File: src/rtl/div4_vector_seq_pkg.sv
// Shared widths, FSM state type and constants for the word-sliced restoring divider.
package div4_vector_pkg;

   localparam int unsigned W  = 16;
   localparam int unsigned DW = 4 * W;
   localparam int unsigned VW = 2 * W;

   typedef enum logic [1:0] {
      IDLE,
      CALC,
      DONE
   } state_e;

   localparam logic [DW-1:0] QuoDivZero = {DW{1'b1}};

endpackage

File: src/rtl/div4_vector_seq_if.sv
// Operand/result handshake bundle: master drives operands and out_ready, slave returns results.
interface div4_vector_seq_if #(
   parameter int unsigned W = 16
);

   logic         in_valid;
   logic         in_ready;
   logic [W-1:0] y3, y2, y1, y0;
   logic [W-1:0] b1, b0;
   logic         out_valid;
   logic         out_ready;
   logic [W-1:0] q3, q2, q1, q0;
   logic [W-1:0] r1, r0;
   logic         dz;

   modport master (
      output in_valid, y3, y2, y1, y0, b1, b0, out_ready,
      input  in_ready, out_valid, q3, q2, q1, q0, r1, r0, dz
   );

   modport slave (
      input  in_valid, y3, y2, y1, y0, b1, b0, out_ready,
      output in_ready, out_valid, q3, q2, q1, q0, r1, r0, dz
   );

endinterface

File: src/rtl/div4_vector_seq_div_step.sv
// One combinational restoring-division step on the {rem, quo} shift pair.
module div_step
   import div4_vector_pkg::*;
(
   input  logic [VW:0]   rem_i,
   input  logic [DW-1:0] quo_i,
   input  logic [VW-1:0] v_i,
   output logic [VW:0]   rem_o,
   output logic [DW-1:0] quo_o
);

   logic [VW:0] shifted;
   logic        ge;
   logic        unused_rem_msb;

   // rem stays below V, so its MSB is always clear before the shift.
   assign unused_rem_msb = rem_i[VW];
   assign shifted        = {rem_i[VW-1:0], quo_i[DW-1]};
   assign ge             = (shifted >= {1'b0, v_i});

   always_comb begin
      rem_o = shifted;
      quo_o = {quo_i[DW-2:0], 1'b0};
      if (ge) begin
         rem_o = shifted - {1'b0, v_i};
         quo_o = {quo_i[DW-2:0], 1'b1};
      end
   end

endmodule

File: src/rtl/div4_vector_seq.sv
// Sequential 64/32 unsigned divider with valid/ready on both sides and registered results.
module div4_vector_seq
   import div4_vector_pkg::*;
#(
   parameter int unsigned W     = 16,
   parameter int unsigned STEPS = 1
) (
   input logic              clk,
   input logic              rst_n,
   div4_vector_seq_if.slave bus
);

   localparam int unsigned Iters = DW / STEPS;
   localparam int unsigned CntW  = $clog2(Iters + 1);

   state_e          state_q, state_d;
   logic [VW:0]     rem_q, rem_d;
   logic [DW-1:0]   quo_q, quo_d;
   logic [VW-1:0]   v_q, v_d;
   logic [CntW-1:0] cnt_q, cnt_d;
   logic            dz_q, dz_d;
   logic            valid_q, valid_d;
   logic [DW-1:0]   qres_q, qres_d;
   logic [VW-1:0]   rres_q, rres_d;
   logic            dzo_q, dzo_d;
   logic            div_zero;

   logic [VW:0]     rem_c [STEPS+1];
   logic [DW-1:0]   quo_c [STEPS+1];

   assign rem_c[0] = rem_q;
   assign quo_c[0] = quo_q;

   for (genvar i = 0; i < int'(STEPS); i++) begin : g_step
      div_step u_step (
         .rem_i (rem_c[i]),
         .quo_i (quo_c[i]),
         .v_i   (v_q),
         .rem_o (rem_c[i+1]),
         .quo_o (quo_c[i+1])
      );
   end

   assign div_zero = ({bus.b1, bus.b0} == '0);

   always_comb begin
      state_d = state_q;
      rem_d   = rem_q;
      quo_d   = quo_q;
      v_d     = v_q;
      cnt_d   = cnt_q;
      dz_d    = dz_q;
      valid_d = valid_q;
      qres_d  = qres_q;
      rres_d  = rres_q;
      dzo_d   = dzo_q;
      unique case (state_q)
         IDLE: begin
            if (bus.in_valid) begin
               v_d   = {bus.b1, bus.b0};
               quo_d = {bus.y3, bus.y2, bus.y1, bus.y0};
               rem_d = '0;
               dz_d  = div_zero;
               // Divide-by-zero takes a single hold cycle so both paths share the publish stage.
               cnt_d   = div_zero ? CntW'(1) : CntW'(Iters);
               state_d = CALC;
            end
         end
         CALC: begin
            if (!dz_q) begin
               rem_d = rem_c[STEPS];
               quo_d = quo_c[STEPS];
            end
            cnt_d = cnt_q - CntW'(1);
            if (cnt_q == CntW'(1)) begin
               state_d = DONE;
            end
         end
         DONE: begin
            if (!valid_q) begin
               valid_d = 1'b1;
               qres_d  = dz_q ? QuoDivZero : quo_q;
               rres_d  = dz_q ? quo_q[VW-1:0] : rem_q[VW-1:0];
               dzo_d   = dz_q;
            end else if (bus.out_ready) begin
               valid_d = 1'b0;
               state_d = IDLE;
            end
         end
         default: state_d = IDLE;
      endcase
   end

   always_ff @(posedge clk or negedge rst_n) begin
      if (!rst_n) begin
         state_q <= IDLE;
         rem_q   <= '0;
         quo_q   <= '0;
         v_q     <= '0;
         cnt_q   <= '0;
         dz_q    <= 1'b0;
         valid_q <= 1'b0;
         qres_q  <= '0;
         rres_q  <= '0;
         dzo_q   <= 1'b0;
      end else begin
         state_q <= state_d;
         rem_q   <= rem_d;
         quo_q   <= quo_d;
         v_q     <= v_d;
         cnt_q   <= cnt_d;
         dz_q    <= dz_d;
         valid_q <= valid_d;
         qres_q  <= qres_d;
         rres_q  <= rres_d;
         dzo_q   <= dzo_d;
      end
   end

   assign bus.in_ready  = (state_q == IDLE);
   assign bus.out_valid = valid_q;
   assign bus.q3        = qres_q[4*W-1:3*W];
   assign bus.q2        = qres_q[3*W-1:2*W];
   assign bus.q1        = qres_q[2*W-1:W];
   assign bus.q0        = qres_q[W-1:0];
   assign bus.r1        = rres_q[2*W-1:W];
   assign bus.r0        = rres_q[W-1:0];
   assign bus.dz        = dzo_q;

endmodule

File: src/flat_wrapper.sv
// flat-port wrapper written by rule: the top's interface ports become plain ports
module div4_vector_seq_flat import div4_vector_pkg::*;
#(
   parameter int unsigned W     = 16,
   parameter int unsigned STEPS = 1
)
  (clk, rst_n, bus_in_valid, bus_y3, bus_y2, bus_y1, bus_y0, bus_b1, bus_b0, bus_out_ready, bus_in_ready, bus_out_valid, bus_q3, bus_q2, bus_q1, bus_q0, bus_r1, bus_r0, bus_dz);
  div4_vector_seq_if #(.W(W)) bus_i ();
  input logic clk;
  input logic rst_n;
  input wire logic [$bits(bus_i.in_valid)-1:0] bus_in_valid;
  input wire logic [$bits(bus_i.y3)-1:0] bus_y3;
  input wire logic [$bits(bus_i.y2)-1:0] bus_y2;
  input wire logic [$bits(bus_i.y1)-1:0] bus_y1;
  input wire logic [$bits(bus_i.y0)-1:0] bus_y0;
  input wire logic [$bits(bus_i.b1)-1:0] bus_b1;
  input wire logic [$bits(bus_i.b0)-1:0] bus_b0;
  input wire logic [$bits(bus_i.out_ready)-1:0] bus_out_ready;
  output wire logic [$bits(bus_i.in_ready)-1:0] bus_in_ready;
  output wire logic [$bits(bus_i.out_valid)-1:0] bus_out_valid;
  output wire logic [$bits(bus_i.q3)-1:0] bus_q3;
  output wire logic [$bits(bus_i.q2)-1:0] bus_q2;
  output wire logic [$bits(bus_i.q1)-1:0] bus_q1;
  output wire logic [$bits(bus_i.q0)-1:0] bus_q0;
  output wire logic [$bits(bus_i.r1)-1:0] bus_r1;
  output wire logic [$bits(bus_i.r0)-1:0] bus_r0;
  output wire logic [$bits(bus_i.dz)-1:0] bus_dz;
  assign bus_i.in_valid = bus_in_valid;
  assign bus_i.y3 = bus_y3;
  assign bus_i.y2 = bus_y2;
  assign bus_i.y1 = bus_y1;
  assign bus_i.y0 = bus_y0;
  assign bus_i.b1 = bus_b1;
  assign bus_i.b0 = bus_b0;
  assign bus_i.out_ready = bus_out_ready;
  assign bus_in_ready = bus_i.in_ready;
  assign bus_out_valid = bus_i.out_valid;
  assign bus_q3 = bus_i.q3;
  assign bus_q2 = bus_i.q2;
  assign bus_q1 = bus_i.q1;
  assign bus_q0 = bus_i.q0;
  assign bus_r1 = bus_i.r1;
  assign bus_r0 = bus_i.r0;
  assign bus_dz = bus_i.dz;
  div4_vector_seq #(.W(W), .STEPS(STEPS)) u_core (.clk(clk), .rst_n(rst_n), .bus(bus_i));
endmodule
File: config.mk
export PLATFORM = sky130hd
export DESIGN_NAME = div4_vector_seq_flat
export DESIGN_NICKNAME = d
export VERILOG_FILES = /design/src/rtl/div4_vector_seq_pkg.sv /design/src/rtl/div4_vector_seq_if.sv /design/src/rtl/div4_vector_seq_div_step.sv /design/src/rtl/div4_vector_seq.sv /design/src/flat_wrapper.sv
export SDC_FILE = /design/constraint.sdc
export NUM_CORES = 1
export LEC_CHECK = 0
export BUFFER_PORTS_ARGS = -buffer_cell sky130_fd_sc_hd__buf_2
export CELL_PAD_IN_SITES_DETAIL_PLACEMENT = 0
export CELL_PAD_IN_SITES_GLOBAL_PLACEMENT = 1
export CORE_UTILIZATION = 38
export DETAILED_ROUTE_END_ITERATION = 10
export PLACE_DENSITY = 0.73
export RECOVER_POWER = 50
export SYNTH_ARGS = -nofsm -noshare
export SYNTH_HDL_FRONTEND = slang
export SYNTH_SLANG_ARGS = --single-unit
File: constraint.sdc
create_clock -name clk -period 2.7 [get_ports clk]
set_input_delay 0.135 -clock clk [delete_from_list [all_inputs] [get_ports clk]]
set_output_delay 0.135 -clock clk [all_outputs]
set_load 0.02 [all_outputs]
Word-level counts from Yosys, hierarchy flattened:

Cells that the tools add are included.

* input port bits: 100
* logic and storage cells: 50
* flip-flop bits (word level): 236

* reductions and logical operators: 8
* bitwise gates (word level): 1
* magnitude comparators: 1
* $add $sub $neg: 2
* equality and inequality tests: 8
* muxes and demuxes: 20

Operator list (number)
* 2-to-1 mux 64 bit: 3
* 2-to-1 mux 32 bit: 4
* one-hot mux 64 bit (2 select lines): 1
* one-hot mux 32 bit (2 select lines): 1
* >= comparator 33 x 32 -> 1 bit: 1
* logical NOT 32 bit: 1
* subtractor 32 bit: 1
* 2-to-1 mux 7 bit: 2
* one-hot mux 7 bit (2 select lines): 1
* 2-to-1 mux 2 bit: 4
* == test 7 x 1 -> 1 bit (second input constant): 1
* subtractor 7 x 1 -> 7 bit (second input constant): 1
* inequality test 2 bit (second input constant): 3
* one-hot mux 2 bit (3 select lines): 1
* AND reduction 2 bit: 3
* inequality test 2 x 1 -> 1 bit (second input constant): 2
* AND reduction 4 bit: 1
* 2-to-1 mux 1 bit: 3
* AND reduction 3 bit: 1
* == test 2 x 1 -> 1 bit (second input constant): 1
* == test 2 bit (second input constant): 1
* logical NOT 2 bit: 1
* nonzero test 2 bit: 1
* inverter 1 bit: 1

Logic depth before layout (Yosys ltp):

Gate-level depths: netlist of the first run.

* depth in word-level cells: 4
* mapped depth: 13
* depth with buffers taken out: 13

Cells and area by module:

A second synthesis of the first run with hierarchy kept.

* cell total of the unflattened synthesis: 1486
* area, all modules: 13050.0 µm²

Modules (own cells, without submodules)
* div4_vector_seq: cells an instance 1041, area an instance 9841.9 µm², times used 1, seq. area each 5930.7 µm²
* div_step: cells an instance 445, area an instance 3208.1 µm², times used 1, seq. area each 0.0 µm²

Worst setup path after synthesis of the first run:

Ideal clock, no wire load.

* path kind: reg2reg
* start point: reg u_core.rem_q[6]
* end point: reg u_core.rem_q[30]
* data required time: 2579 ps
* stages on the path, launching flop included: 13
* setup time: 121 ps
* path slack: -179 ps
* data arrival time: 2758 ps
* path through: dfrtp_1 > ha_1 > buf_6 > a21oi_4 > o21ai_1 > nor3b_1 > o311a_2 > o41ai_4 > o21ai_2 > a311o_1 > xnor2_1 > a21oi_1 > a22o_1

* word-level cells in the longest chain between the ends: 4
* elaborated cells between the ends (all ways): 5

RTL lines
* start, declared: RTL line div4_vector_seq.sv:17 `logic [VW:0] rem_q, rem_d;`
* start signal, assigned: RTL line div4_vector_seq.sv:108 `rem_q <= rem_d;`
* subtractor 32 bit or >= comparator 33 x 32 -> 1 bit (tied branches): RTL line div4_vector_seq_div_step.sv:25, div4_vector_seq_div_step.sv:19
* 2-to-1 mux 32 bit (*): RTL line div4_vector_seq_div_step.sv:24 `if (ge) begin`
* 2-to-1 mux 32 bit (*): RTL line div4_vector_seq.sv:70 `if (!dz_q) begin`
* one-hot mux 32 bit (2 select lines) (*): RTL line div4_vector_seq.sv:57 `unique case (state_q)`

Mark *: on every way between the ends. The rest lies on a longest branch, timed or not. The select of a mux whose other input is x is not followed.
A chain may end at the register's enable or synchronous reset.

Worst setup path in the final report of the first run:

* start point: reg u_core.rem_q[0]
* end point: reg u_core.rem_q[27]

Same word-level chain as after synthesis.

==> results of run 1 <==
[cell usage in the layout (no fill, tap or decap), drive strengths merged, types with 4 or more instances in the layout]
| cell | netlist | layout |
|---|---|---|
| dfrtp | 236 | 236 |
| xnor2 | 16 | 16 |
| nor4 | 9 | 9 |
| a211o | 5 | 5 |
| nand3 | 13 | 13 |
| a31oi | 70 | 70 |
| clkinv | 0 | 6 |
| a21oi | 134 | 134 |
| nand4 | 6 | 6 |
| buf | 7 | 303 |
| nor2b | 4 | 4 |
| ha | 34 | 34 |
| a21o | 20 | 20 |
| mux2i | 46 | 46 |
| dlygate4sd3 | 0 | 98 |
| nand2b | 7 | 7 |
| nor2 | 262 | 262 |
| nor3 | 6 | 6 |
| nand2 | 205 | 205 |
| a22o | 11 | 11 |
| xor2 | 10 | 10 |
| clkbuf | 76 | 80 |
| o21bai | 4 | 4 |
| o21ai | 70 | 70 |
| inv | 48 | 48 |
| o211ai | 7 | 7 |
[state kept, by name, summed over array words and instances, names as in the netlist, 2 cells and up]
name            count
u_core.qres_q      64
u_core.quo_q       64
u_core.rem_q       32
u_core.rres_q      32
u_core.v_q         32
u_core.cnt_q        7
u_core.state_q      2
[stage by stage]
| stage | hold WS (ns) | area (sq um) | TNS [ns] | instances | setup slack [ns] |
|---|---|---|---|---|---|
| finish | 0.161 | 16600 | -2.59 | 2149 | -0.147 |
| global route | 0.192 | 16600 | -6.08 | 2149 | -0.229 |
| CTS | 0.145 | 16400 | -3.05 | 2145 | -0.164 |
| detailed placement | 0.187 | 14000 | -3.67 | 1977 | -0.194 |
| global placement | 0.196 | 14000 | -2.33 | 1977 | -0.143 |
| floorplan | -0.161 | 11800 | -0.0277 | 1345 | -0.0277 |
[synth_stat cells, types with 2 or more instances]
master and instances:
sky130_fd_sc_hd__nor2_1 262, sky130_fd_sc_hd__dfrtp_1 236, sky130_fd_sc_hd__nand2_1 205, sky130_fd_sc_hd__a21oi_1 133, sky130_fd_sc_hd__clkbuf_1 76, sky130_fd_sc_hd__a31oi_1 69, sky130_fd_sc_hd__inv_1 48, sky130_fd_sc_hd__mux2i_1 46
sky130_fd_sc_hd__o21ai_0 44, sky130_fd_sc_hd__ha_1 34, sky130_fd_sc_hd__o21ai_1 24, sky130_fd_sc_hd__a21o_1 20, sky130_fd_sc_hd__xnor2_1 16, sky130_fd_sc_hd__nand3_1 13, sky130_fd_sc_hd__a22o_1 11, sky130_fd_sc_hd__xor2_1 10
sky130_fd_sc_hd__nor4_1 9, sky130_fd_sc_hd__nand2b_1 7, sky130_fd_sc_hd__o211ai_1 7, sky130_fd_sc_hd__nand4_1 6, sky130_fd_sc_hd__nor3_1 6, sky130_fd_sc_hd__a211o_1 5, sky130_fd_sc_hd__buf_2 4, sky130_fd_sc_hd__nor2b_1 4
sky130_fd_sc_hd__o21bai_1 4, sky130_fd_sc_hd__and3_1 3, sky130_fd_sc_hd__o221ai_1 3, sky130_fd_sc_hd__o22ai_1 3, sky130_fd_sc_hd__or4_1 3, sky130_fd_sc_hd__a211oi_1 2, sky130_fd_sc_hd__mux2_2 2, sky130_fd_sc_hd__o21a_1 2
sky130_fd_sc_hd__o21ai_2 2, sky130_fd_sc_hd__o311ai_0 2, sky130_fd_sc_hd__o41ai_1 2, sky130_fd_sc_hd__or2_2 2
[power by group through the flow]
stage	clock [mW]	combinational, mW	sequential, mW
final	3.98	15.7	6.67
after global routing	4.24	17.3	6.92
after CTS	4.08	15.1	6.66
after detailed placement	0	13.7	6.68
after global placement	0	13.5	6.65
after floorplan	0	8.08	7.36
[repair_timing]
item,in CTS,in global routing
setup endpoints to repair,31,33
setup buffers,18,3
hold buffers,98,0
hold endpoints to repair,176,0
cloned,2,2
pin swaps,31,33
resized for setup,54,37
[worst max-delay path, cell delays in order, from the launching register on]
cell,delay (ns)
sky130_fd_sc_hd__dfrtp_1,0.42
sky130_fd_sc_hd__ha_4,0.26
sky130_fd_sc_hd__nor2b_4,0.12
sky130_fd_sc_hd__buf_6,0.10
sky130_fd_sc_hd__o211ai_1,0.18
sky130_fd_sc_hd__nand3_1,0.13
sky130_fd_sc_hd__a221o_2,0.39
sky130_fd_sc_hd__a31oi_4,0.22
sky130_fd_sc_hd__buf_6,0.13
sky130_fd_sc_hd__o21ai_4,0.05
sky130_fd_sc_hd__a31oi_1,0.23
sky130_fd_sc_hd__o221ai_1,0.19
sky130_fd_sc_hd__mux2_2,0.30
sky130_fd_sc_hd__nand2_1,0.05
[layout make-up]
type	instances	area share, %
timing repair buffer	439	19.6
inverter	48	1.10
tap	396	2.98
sequential	236	35.6
multi-input combinational	978	34.7
clock inverter	10	0.919
clock buffer	42	5.08
[routing by layer]
layer / share of wire [%] / global-route usage [%] / vias to the layer above
li1: - / - / 5401
met3: 3.8 / 2.49 / 57
met5: 0 / 0 / -
met1: 46 / 29.9 / 5135
met4: 2.5 / 6.34 / 0
met2: 48 / 36.5 / 233
[path summary, 6_finish.rpt]
path                                                      end  depth (start not counted)                         from  slack, ns
worst min register to register    u_core.cnt_q[5]$_DFFE_PN0P_                          1  u_core.cnt_q[5]$_DFFE_PN0P_       0.48
worst max register to register   u_core.rem_q[27]$_DFFE_PN0P_                         13  u_core.rem_q[0]$_DFFE_PN0P_      -0.15
worst min-delay path            u_core.state_q[0]$_DFFE_PN0P_                          3                 bus_in_valid       0.16
min in group asynchronous        u_core.quo_q[38]$_DFFE_PN0P_                          2                        rst_n       0.75
worst max-delay path             u_core.rem_q[27]$_DFFE_PN0P_                         13  u_core.rem_q[0]$_DFFE_PN0P_      -0.15
max in group asynchronous        u_core.quo_q[52]$_DFFE_PN0P_                          3                        rst_n       0.45
[cells by family (layout without fill, tap and decap cells)]
group                    Yosys count  count (layout)  share of synthesized area (%)
adder cells (fa/ha/maj)           35              35                           3.79
flip-flops                       236             236                           50.2
XOR/XNOR                          26              26                           1.94
AO/OA/AOI/OAI                    344             344                           17.7
AND/OR/NAND/NOR                  525             525                           17.9
multiplexers                      48              48                           4.11
buffers and inverters            131             539                           4.32
==> key figures, run 1 <==
Synth
  – Main flop type after synthesis: sky130_fd_sc_hd__dfrtp_1
  – Number of synthesis warnings: 0
  – Sequential area share after synthesis: 50.2%
  – Number of unique standard cell types used by synthesis: between 50 and 60
  – Library cell occupying the most area in the post-synthesis netlist: sky130_fd_sc_hd__dfrtp_1
  – Fraction of synthesis flops using an asynchronous set or reset pin: between 90% and 100%
  – Synth Area per Inst: roughly 9 sq um
  – Count of flip-flops with a built-in enable after synthesis: 0
  – Syn Std Cell Area: 0.0118 sq mm
  – Cell count after synthesis: approximately 1300
  – Post-synthesis sequential element count: ~240
  – Net count after synthesis: about 1500
  – Top cell type's share of synthesized area: between 50 and 60%
  – Top cells by area, synth: sky130_fd_sc_hd__dfrtp_1 50%, sky130_fd_sc_hd__nor2_1 8.4%, sky130_fd_sc_hd__nand2_1 6.5%, sky130_fd_sc_hd__a21oi_1 5.7%, sky130_fd_sc_hd__mux2i_1 3.9%

Power and ir drop
  – Share of total power in sequential cells: 25.3%
  – Worst-case vdd ir drop: 0.00148 V
  – Power, Total: ~26 mW
  – Power density over cell area: 1590 mW/mm^2
  – Cell-internal power: 15.1 mW
  – Comb pwr share: between 50% and 60%
  – Clock Power Share: around 15%
  – Switching part of the total: about 43%
  – Pleak: 7.74 nW
  – Net Switching: about 11 mW

Detailed routing
  – Routed length per instance: 16.3 um
  – Drt initial violations: between 500 and 600
  – Via-per-instance ratio: between 5 and 6
  – WL final: around 35000 um
  – Number of nets still failing antenna checks after routing: 0
  – Post-route DRC violation count: 0
  – Detailed Routing Iterations Pass 1: 6
  – Via count: 10800

Floorplan
  – Number of placement rows: 64
  – Initial cell density of the core: 38.5%
  – Horiz. Die Dim: ~180 um
  – Full die area: ~0.032 sq mm
  – Io pins: ~200
  – Die height: between 150 and 200 um
  – Floorplan core area: just over 0.03 sq mm

Finish
  – Layout net count: 1866
  – Fin util: approximately 54%
  – Sequential cell area in the final layout: between 0.005 and 0.006 sq mm
  – Signed area change from the synthesized netlist to the final layout: 41.3%
  – Filler instances: about 2900
  – Antenna Cells: 0
  – Share of layout cells above drive strength 1: 24.8%
  – Area occupied by multi-input gates: around 0.0058 sq mm

STA
  – Unrepaired setup endpoints after global routing: yes
  – Clock period minus worst slack: around 2.8 ns
  – Final worst setup slack: -0.147 ns
  – Transition time at the pin with the least slew margin: ~2.2 ns
  – Worst slew margin relative to its limit: -46.5%
  – Clk_skew: ~0.013 ns
  – Fin. Hold Viols: 0
  – Part of the cycle the worst path needs: 105%
  – Number of pins exceeding their max-slew limit in the final report: 83
  – Count of final setup violators: 30
  – Upper clock frequency limit: 351 MHz

Clocking
  – Cell chosen for the clock root: sky130_fd_sc_hd__clkbuf_16
  – Clock Tree Buf Depth: 3
  – Number of buffers added by the clock tree synthesis step: 28
  – TritonCTS clock tree: built
  – # clock sinks: ~240
  – Number of levels the H-tree was split into: 1
  – Reg clk slew, reported paths: approximately 0.06 ns
  – Clock Latency Late Sink: roughly 0.56 ns

Global routing
  – Vias in the first global route: slightly above 10000
  – Global router's overall resource usage: approximately 22%
  – Initial antenna violation count: 0
  – First-pass GRT wire length: approximately 55000 um
  – Pin count of the biggest net entering global routing: 99
  – Leftover overflow at the end of global routing: 0

Setup path
  – Crit path arrival time: around 3.3 ns
  – Critical path required time: between 3 and 4 ns
  – Kind of start point of the critical path: register
  – Worst-path maximum fanout: 2
  – Kind of end point of the critical path: register
  – Start-to-end type of the worst setup path: reg -> reg

Worst hold path
  – Hold Crit Class: in -> reg

Status
  – Failing checks: capacitance limit, slew limit, setup timing
  – Status: finished with violations

Run
  – Maximum Capacitance Violations: 1

Placement
  – Routability congestion estimate from global placement: between 0.8 and 0.9
  – Post-DP HPWL: about 24000 um
  – IO Port Bufs: a little under 200
(Power assumes the default switching activity.)
==> run 2: changes to the inputs <==
Settings changed: CORE_UTILIZATION 38 to 30, PLACE_DENSITY 0.73 to 0.59.
==> key figures, run 2 (synthesis gave the netlist of run 1 again) <==
Finish
  – Most common cell after layout, fill and taps aside: sky130_fd_sc_hd__nor2_1
  – Registers with the highest flip-flop counts: u_core.qres_q x64, u_core.quo_q x64
  – Share of layout cells above drive strength 1: 23.3%
  – Post-layout instance area: ~0.016 sq mm
  – Layout net count: 1865
  – Signed area change from the synthesized netlist to the final layout: 40.0%
  – Number of standard cells in the final layout excluding fillers: ~2300
  – Commonest non-fill, non-tap cells in the layout: 251 x sky130_fd_sc_hd__nor2_1, 235 x sky130_fd_sc_hd__dfrtp_1, 202 x sky130_fd_sc_hd__nand2_1

Floorplan
  – Io pins: just under 200
  – Number of placement rows: 72
  – Floorplan core area: slightly below 0.04 sq mm
  – Initial cell density of the core: 30.4%
  – Horiz. Die Dim: ~200 um
  – Full die area: about 0.04 sq mm
  – Die height: approximately 200 um

STA
  – Clock period minus worst slack: 2.81 ns
  – Number of pins exceeding their max-slew limit in the final report: 84
  – Worst slack on hold paths: roughly 0.32 ns
  – Transition time at the pin with the least slew margin: 2.18 ns
  – Count of final setup violators: 28
  – Upper clock frequency limit: ~360 MHz
  – Part of the cycle the worst path needs: 104%
  – Fin. Hold Viols: 0
  – Clk_skew: between 0.01 and 0.015 ns
  – Unrepaired setup endpoints after global routing: yes
  – Final worst setup slack: -0.115 ns
  – Worst slew margin relative to its limit: -45.3%

Detailed routing
  – Post-route DRC violation count: 4
  – Via count: approximately 11000
  – Number of nets still failing antenna checks after routing: 0
  – Drt initial violations: ~380
  – Detailed Routing Iterations Pass 1: 10
  – WL final: roughly 37000 um
  – Routed length per instance: between 15 and 20 um
  – Via-per-instance ratio: 4.72

Setup path
  – Kind of cell adding the most delay to the critical path: compound AO/OA/AOI/OAI gates
  – Crit path largest cell delay: 0.41 ns
  – Worst-path maximum fanout: 6
  – Critical path required time: between 3 and 4 ns
  – Kind of start point of the critical path: register
  – Slowest stage cell, crit path: sky130_fd_sc_hd__dfrtp_1
  – Worst Path Buf+Inv: 2
  – Critical path, cell by cell: ha_4, a211o_1, o211ai_1, nand3_1, a221o_2, a31oi_4, o311a_4, o21ai_4, buf_12, buf_12, nor2_4, a21oi_2, a22o_1
  – Kind of end point of the critical path: register
  – Crit path arrival time: approximately 3.3 ns
  – CP most frequent cell: sky130_fd_sc_hd__buf_12
  – Start-to-end type of the worst setup path: reg -> reg

Power and ir drop
  – Worst-case vdd ir drop: between 0.0005 and 0.0006 V
  – Power density over cell area: approximately 1600 mW/mm^2
  – Pleak: ~7.6 nW

Global routing
  – Global router's overall resource usage: between 10% and 20%
  – GRT met1 Usage: about a quarter
  – GR Layer Usage met3: 2.13%
  – First-pass GRT wire length: ~58000 um
  – Global-route layer with the greatest usage: met2
  – Initial antenna violation count: 0
  – Fraction of met2 tracks used by global routing: between 20% and 30%
  – Vias in the first global route: 10400
  – Leftover overflow at the end of global routing: 0
  – Pin count of the biggest net entering global routing: 98

Clocking
  – Cell chosen for the clock root: sky130_fd_sc_hd__clkbuf_16
  – Number of levels the H-tree was split into: 1
  – TritonCTS clock tree: built
  – Reg clk slew, reported paths: ~0.060 ns
  – Clock Tree Buf Depth: 3
  – Clock Latency Late Sink: 0.57 ns
  – Number of buffers added by the clock tree synthesis step: 29
  – # clock sinks: between 200 and 250

Placement
  – Routability congestion estimate from global placement: ~0.84
  – Post-DP HPWL: ~26000 um
  – Cell total after placement: 2095
  – Placement Cell Area: ~0.014 sq mm
  – IO Port Bufs: around 200
  – Post-Place Setup Slack: -0.163 ns

Worst hold path
  – Hold Crit Class: in -> reg

Status
  – Failing checks: DRC, capacitance limit, slew limit, setup timing
  – Status: finished with violations

Run
  – Maximum Capacitance Violations: 1
-- run 2: changes by cell type in the layout (fill, tap and decap cells not counted), sizes merged --
| cell | previous run | this run |
|---|---|---|
| clkinv | 6 | 4 |
| clkbuf | 80 | 77 |
| diode | 0 | 2 |
| clkinvlp | 1 | 0 |
| bufinv | 3 | 1 |
| inv | 48 | 49 |
| buf | 303 | 302 |
| dlygate4sd3 | 98 | 100 |
-- run 2: tightest hold or removal path, delay by kind of cell --
kind	cells	cell delay, ns
AOI/OAI and AO/OA	1	0.05
buffers and inverters	2	0.62
and+or+nand+nor	1	0.04
-- run 2: what timing repair did --
action,in CTS,in global routing
pin swaps,18,20
gates cloned,2,1
setup endpoints to repair,33,33
endpoints found under the hold margin,178,0
buffers inserted,20,2
hold buffers,100,0
resized for setup,31,19
-- run 2: metrics by stage --
stage               TNS, ns  total power [mW]  util (%)
floorplan           -0.0277              15.4         -
global placement      -2.06              20.5      36.8
detailed placement    -3.20              20.6      36.8
CTS                   -2.28              25.6      42.6
global route         -16.91              27.7      42.6
finish                -1.91              25.5      42.6
-- run 2: cell type report --
| cell class | instances | area (sq um) |
|---|---|---|
| well taps | 518 | 648 |
| clock buffers | 42 | 835 |
| multi-input cells | 978 | 5620 |
| inverters | 48 | 180 |
| fillers | 3908 | 22200 |
| diodes | 2 | 5.00 |
| repair buffers | 437 | 3180 |
| flip-flops and latches | 236 | 5910 |
| clock inverters | 6 | 70.1 |
-- run 2: final timing paths --
check | startpoint | to | slack, ns | cells past startpoint
setup / recovery | u_core.rem_q[2]$_DFFE_PN0P_ | u_core.rem_q[9]$_DFFE_PN0P_ | -0.11 | 13
hold / removal | bus_b0[14] | u_core.v_q[14]$_DFFE_PN0P_ | 0.32 | 4
setup reg to reg | u_core.rem_q[2]$_DFFE_PN0P_ | u_core.rem_q[9]$_DFFE_PN0P_ | -0.11 | 13
hold reg to reg | u_core.cnt_q[5]$_DFFE_PN0P_ | u_core.cnt_q[5]$_DFFE_PN0P_ | 0.49 | 1
max in group asynchronous | rst_n | u_core.dz_q$_DFFE_PN0P_ | 0.30 | 3
min in group asynchronous | rst_n | u_core.qres_q[39]$_DFFE_PN0P_ | 0.75 | 2
-- run 2: routing by layer --
layer | part of all wire (%) | vias to the layer above
met5 | 0 | -
met4 | 2.2 | 0
met3 | 3.2 | 49
met2 | 47 | 171
met1 | 48 | 5091
li1 | - | 5395
-- run 2: power breakdown --
group          switching [mW]  total, mW  internal (mW)
clock                    1.57       3.79           2.22
sequential               1.26       6.66           5.41
combinational            8.21       15.1           6.87
total                    11.0       25.5           14.5
==> run 3: changes to the inputs <==
Settings changed: BUFFER_PORTS_ARGS -buffer_cell sky130_fd_sc_hd__buf_2 to -buffer_cell sky130_fd_sc_hd__buf_4, SKIP_CTS_REPAIR_TIMING set to 1.
==> key figures, run 3 (synthesis gave the netlist of run 1 again) <==
Finish
  – Fin util: between 40% and 50%
  – Most common cell after layout, fill and taps aside: sky130_fd_sc_hd__buf_4
  – Antenna Cells: 0
  – Share of layout cells above drive strength 1: between 20% and 30%
  – Filler instances: 3838
  – Layout net count: between 1500 and 2000
  – Post-layout instance area: 0.0172 sq mm
  – Signed area change from the synthesized netlist to the final layout: 46.1%
  – Area occupied by multi-input gates: between 0.005 and 0.006 sq mm
  – Commonest non-fill, non-tap cells in the layout: 282 x sky130_fd_sc_hd__buf_4, 247 x sky130_fd_sc_hd__nor2_1, 235 x sky130_fd_sc_hd__dfrtp_1
  – Sequential cell area in the final layout: 0.00591 sq mm
  – Registers with the highest flip-flop counts: u_core.qres_q x64, u_core.quo_q x64

Floorplan
  – Full die area: ~0.040 sq mm
  – Number of placement rows: 72
  – Initial cell density of the core: approximately 30%
  – Horiz. Die Dim: around 200 um
  – Floorplan core area: 0.0386 sq mm
  – Die height: about 200 um
  – Io pins: approximately 200

Status
  – Failing checks: capacitance limit, slew limit, setup timing
  – Status: finished with violations

Clocking
  – # clock sinks: 236
  – Clock Tree Buf Depth: 3
  – Number of levels the H-tree was split into: 1
  – Reg clk slew, reported paths: 0.06 ns
  – TritonCTS clock tree: built
  – Clock Latency Late Sink: 0.56 ns
  – Cell chosen for the clock root: sky130_fd_sc_hd__clkbuf_16
  – Number of buffers added by the clock tree synthesis step: 29

Placement
  – Placement Cell Area: ~0.015 sq mm
  – Routability congestion estimate from global placement: just over 0.8
  – Post-DP HPWL: approximately 26000 um
  – IO Port Bufs: 198
  – Post-Place Setup Slack: -0.184 ns

Detailed routing
  – WL final: 37400 um
  – Via count: 10800
  – Routed length per instance: 16.4 um
  – Via-per-instance ratio: roughly 4.7
  – Drt initial violations: roughly 600
  – Number of nets still failing antenna checks after routing: 0
  – Post-route DRC violation count: 0
  – Detailed Routing Iterations Pass 1: 7

STA
  – Clk_skew: 0.00820 ns
  – Upper clock frequency limit: 347 MHz
  – Transition time at the pin with the least slew margin: 1.70 ns
  – Number of pins exceeding their max-slew limit in the final report: 64
  – Part of the cycle the worst path needs: 107%
  – Count of final setup violators: 33
  – Fin. Hold Viols: 0
  – Clock period minus worst slack: ~2.9 ns
  – Unrepaired setup endpoints after global routing: yes
  – Final worst setup slack: -0.181 ns
  – Worst slew margin relative to its limit: -13.5%

Worst hold path
  – Hold Crit Class: in -> reg
  – Worst hold stages: 4

Global routing
  – First-pass GRT wire length: ~56000 um
  – Global router's overall resource usage: around 18%
  – Pin count of the biggest net entering global routing: 129
  – Initial antenna violation count: 0
  – Leftover overflow at the end of global routing: 0
  – Vias in the first global route: roughly 9900

Setup path
  – Capture point of the critical path: u_core.rem_q[30]$_DFFE_PN0P_
  – Worst R2R Start: u_core.quo_q[63]$_DFFE_PN0P_
  – Path depth of the worst reg2reg path: 13
  – CP startpoint: u_core.quo_q[63]$_DFFE_PN0P_
  – Kind of start point of the critical path: register
  – Worst-path maximum fanout: 3
  – Start-to-end type of the worst setup path: reg -> reg
  – Critical path required time: ~3.2 ns
  – Crit path arrival time: 3.33 ns
  – Setup slack of the worst register-to-register path: -0.18 ns
  – Kind of end point of the critical path: register
  – Endpoint of the worst register-to-register path: u_core.rem_q[30]$_DFFE_PN0P_

Power and ir drop
  – Worst-case vdd ir drop: between 0.0006 and 0.0007 V
  – Power, Total: 26.8 mW
  – Pleak: about 7.9 nW
  – Power density over cell area: roughly 1600 mW/mm^2

Run
  – Maximum Capacitance Violations: 1
## run 3: cell count changes in the layout (fill, tap and decap cells not counted), sizes merged
cell / previous run / this run
inv: 49 / 51
clkinv: 4 / 6
dlygate4sd3: 100 / 99
bufinv: 1 / 6
diode: 2 / 0
clkinvlp: 0 / 2
## run 3: metal layers
metal	routed length (um)	share of wire [%]	vias to the layer above	global-route usage (%)
met3	1210	3.2	35	2.17
met5	0	0	-	0
met2	17700	47	190	28.8
li1	-	-	5405	-
met4	481	1.3	0	3.39
met1	18000	48	5133	25.9
## run 3: area by class of cell
cell class	count	area share, %
flip-flops and latches	236	34.4
multi-input cells	978	33.0
repair buffers	441	21.5
clock buffers	37	4.75
well taps	518	3.77
clock inverters	17	1.53
inverters	48	1.05
## run 3: how the worst min path moves through the flow
stage	startpoint	endpoint	slack (ns)
6_report	bus_b1[1]	u_core.v_q[17]$_DFFE_PN0P_	0.33
5_1_grt	bus_b1[0]	u_core.v_q[16]$_DFFE_PN0P_	0.33
4_1_cts	rst_n	u_core.qres_q[40]$_DFFE_PN0P_	-0.50
3_5_place_dp	rst_n	u_core.qres_q[40]$_DFFE_PN0P_	0.12
3_3_place_gp	rst_n	u_core.qres_q[40]$_DFFE_PN0P_	0.12
2_1_floorplan	rst_n	u_core.bus.dz$_DFFE_PN0P_	-0.16
## run 3: power by group
| group | switching, mW | internal (mW) | total, mW | leakage (nW) |
|---|---|---|---|---|
| sequential | 1.31 | 5.41 | 6.71 | 2.83 |
| clock | 1.62 | 2.72 | 4.34 | 0.530 |
| combinational | 8.35 | 7.43 | 15.8 | 4.55 |
## run 3: critical path: stages (launching register included)
cell and delay (ns):
sky130_fd_sc_hd__dfrtp_1 0.38, sky130_fd_sc_hd__inv_1 0.06, sky130_fd_sc_hd__ha_2 0.19, sky130_fd_sc_hd__fa_2 0.21, sky130_fd_sc_hd__nand2b_4 0.13, sky130_fd_sc_hd__a21oi_2 0.07
sky130_fd_sc_hd__o21a_1 0.24, sky130_fd_sc_hd__o311a_4 0.35, sky130_fd_sc_hd__o41ai_4 0.33, sky130_fd_sc_hd__o21ai_2 0.12, sky130_fd_sc_hd__a311o_1 0.29, sky130_fd_sc_hd__xnor2_1 0.16
sky130_fd_sc_hd__a21oi_1 0.09, sky130_fd_sc_hd__a22o_1 0.18
## run 3: through the flow
stage	instances	setup TNS, ns	hold WS [ns]
detailed placement	2101	-3.16	0.116
global route	2275	-7.56	0.329
floorplan	1345	-0.0277	-0.161
finish	2275	-3.36	0.332
global placement	2101	-2.58	0.121
CTS	2155	-3.78	-0.501
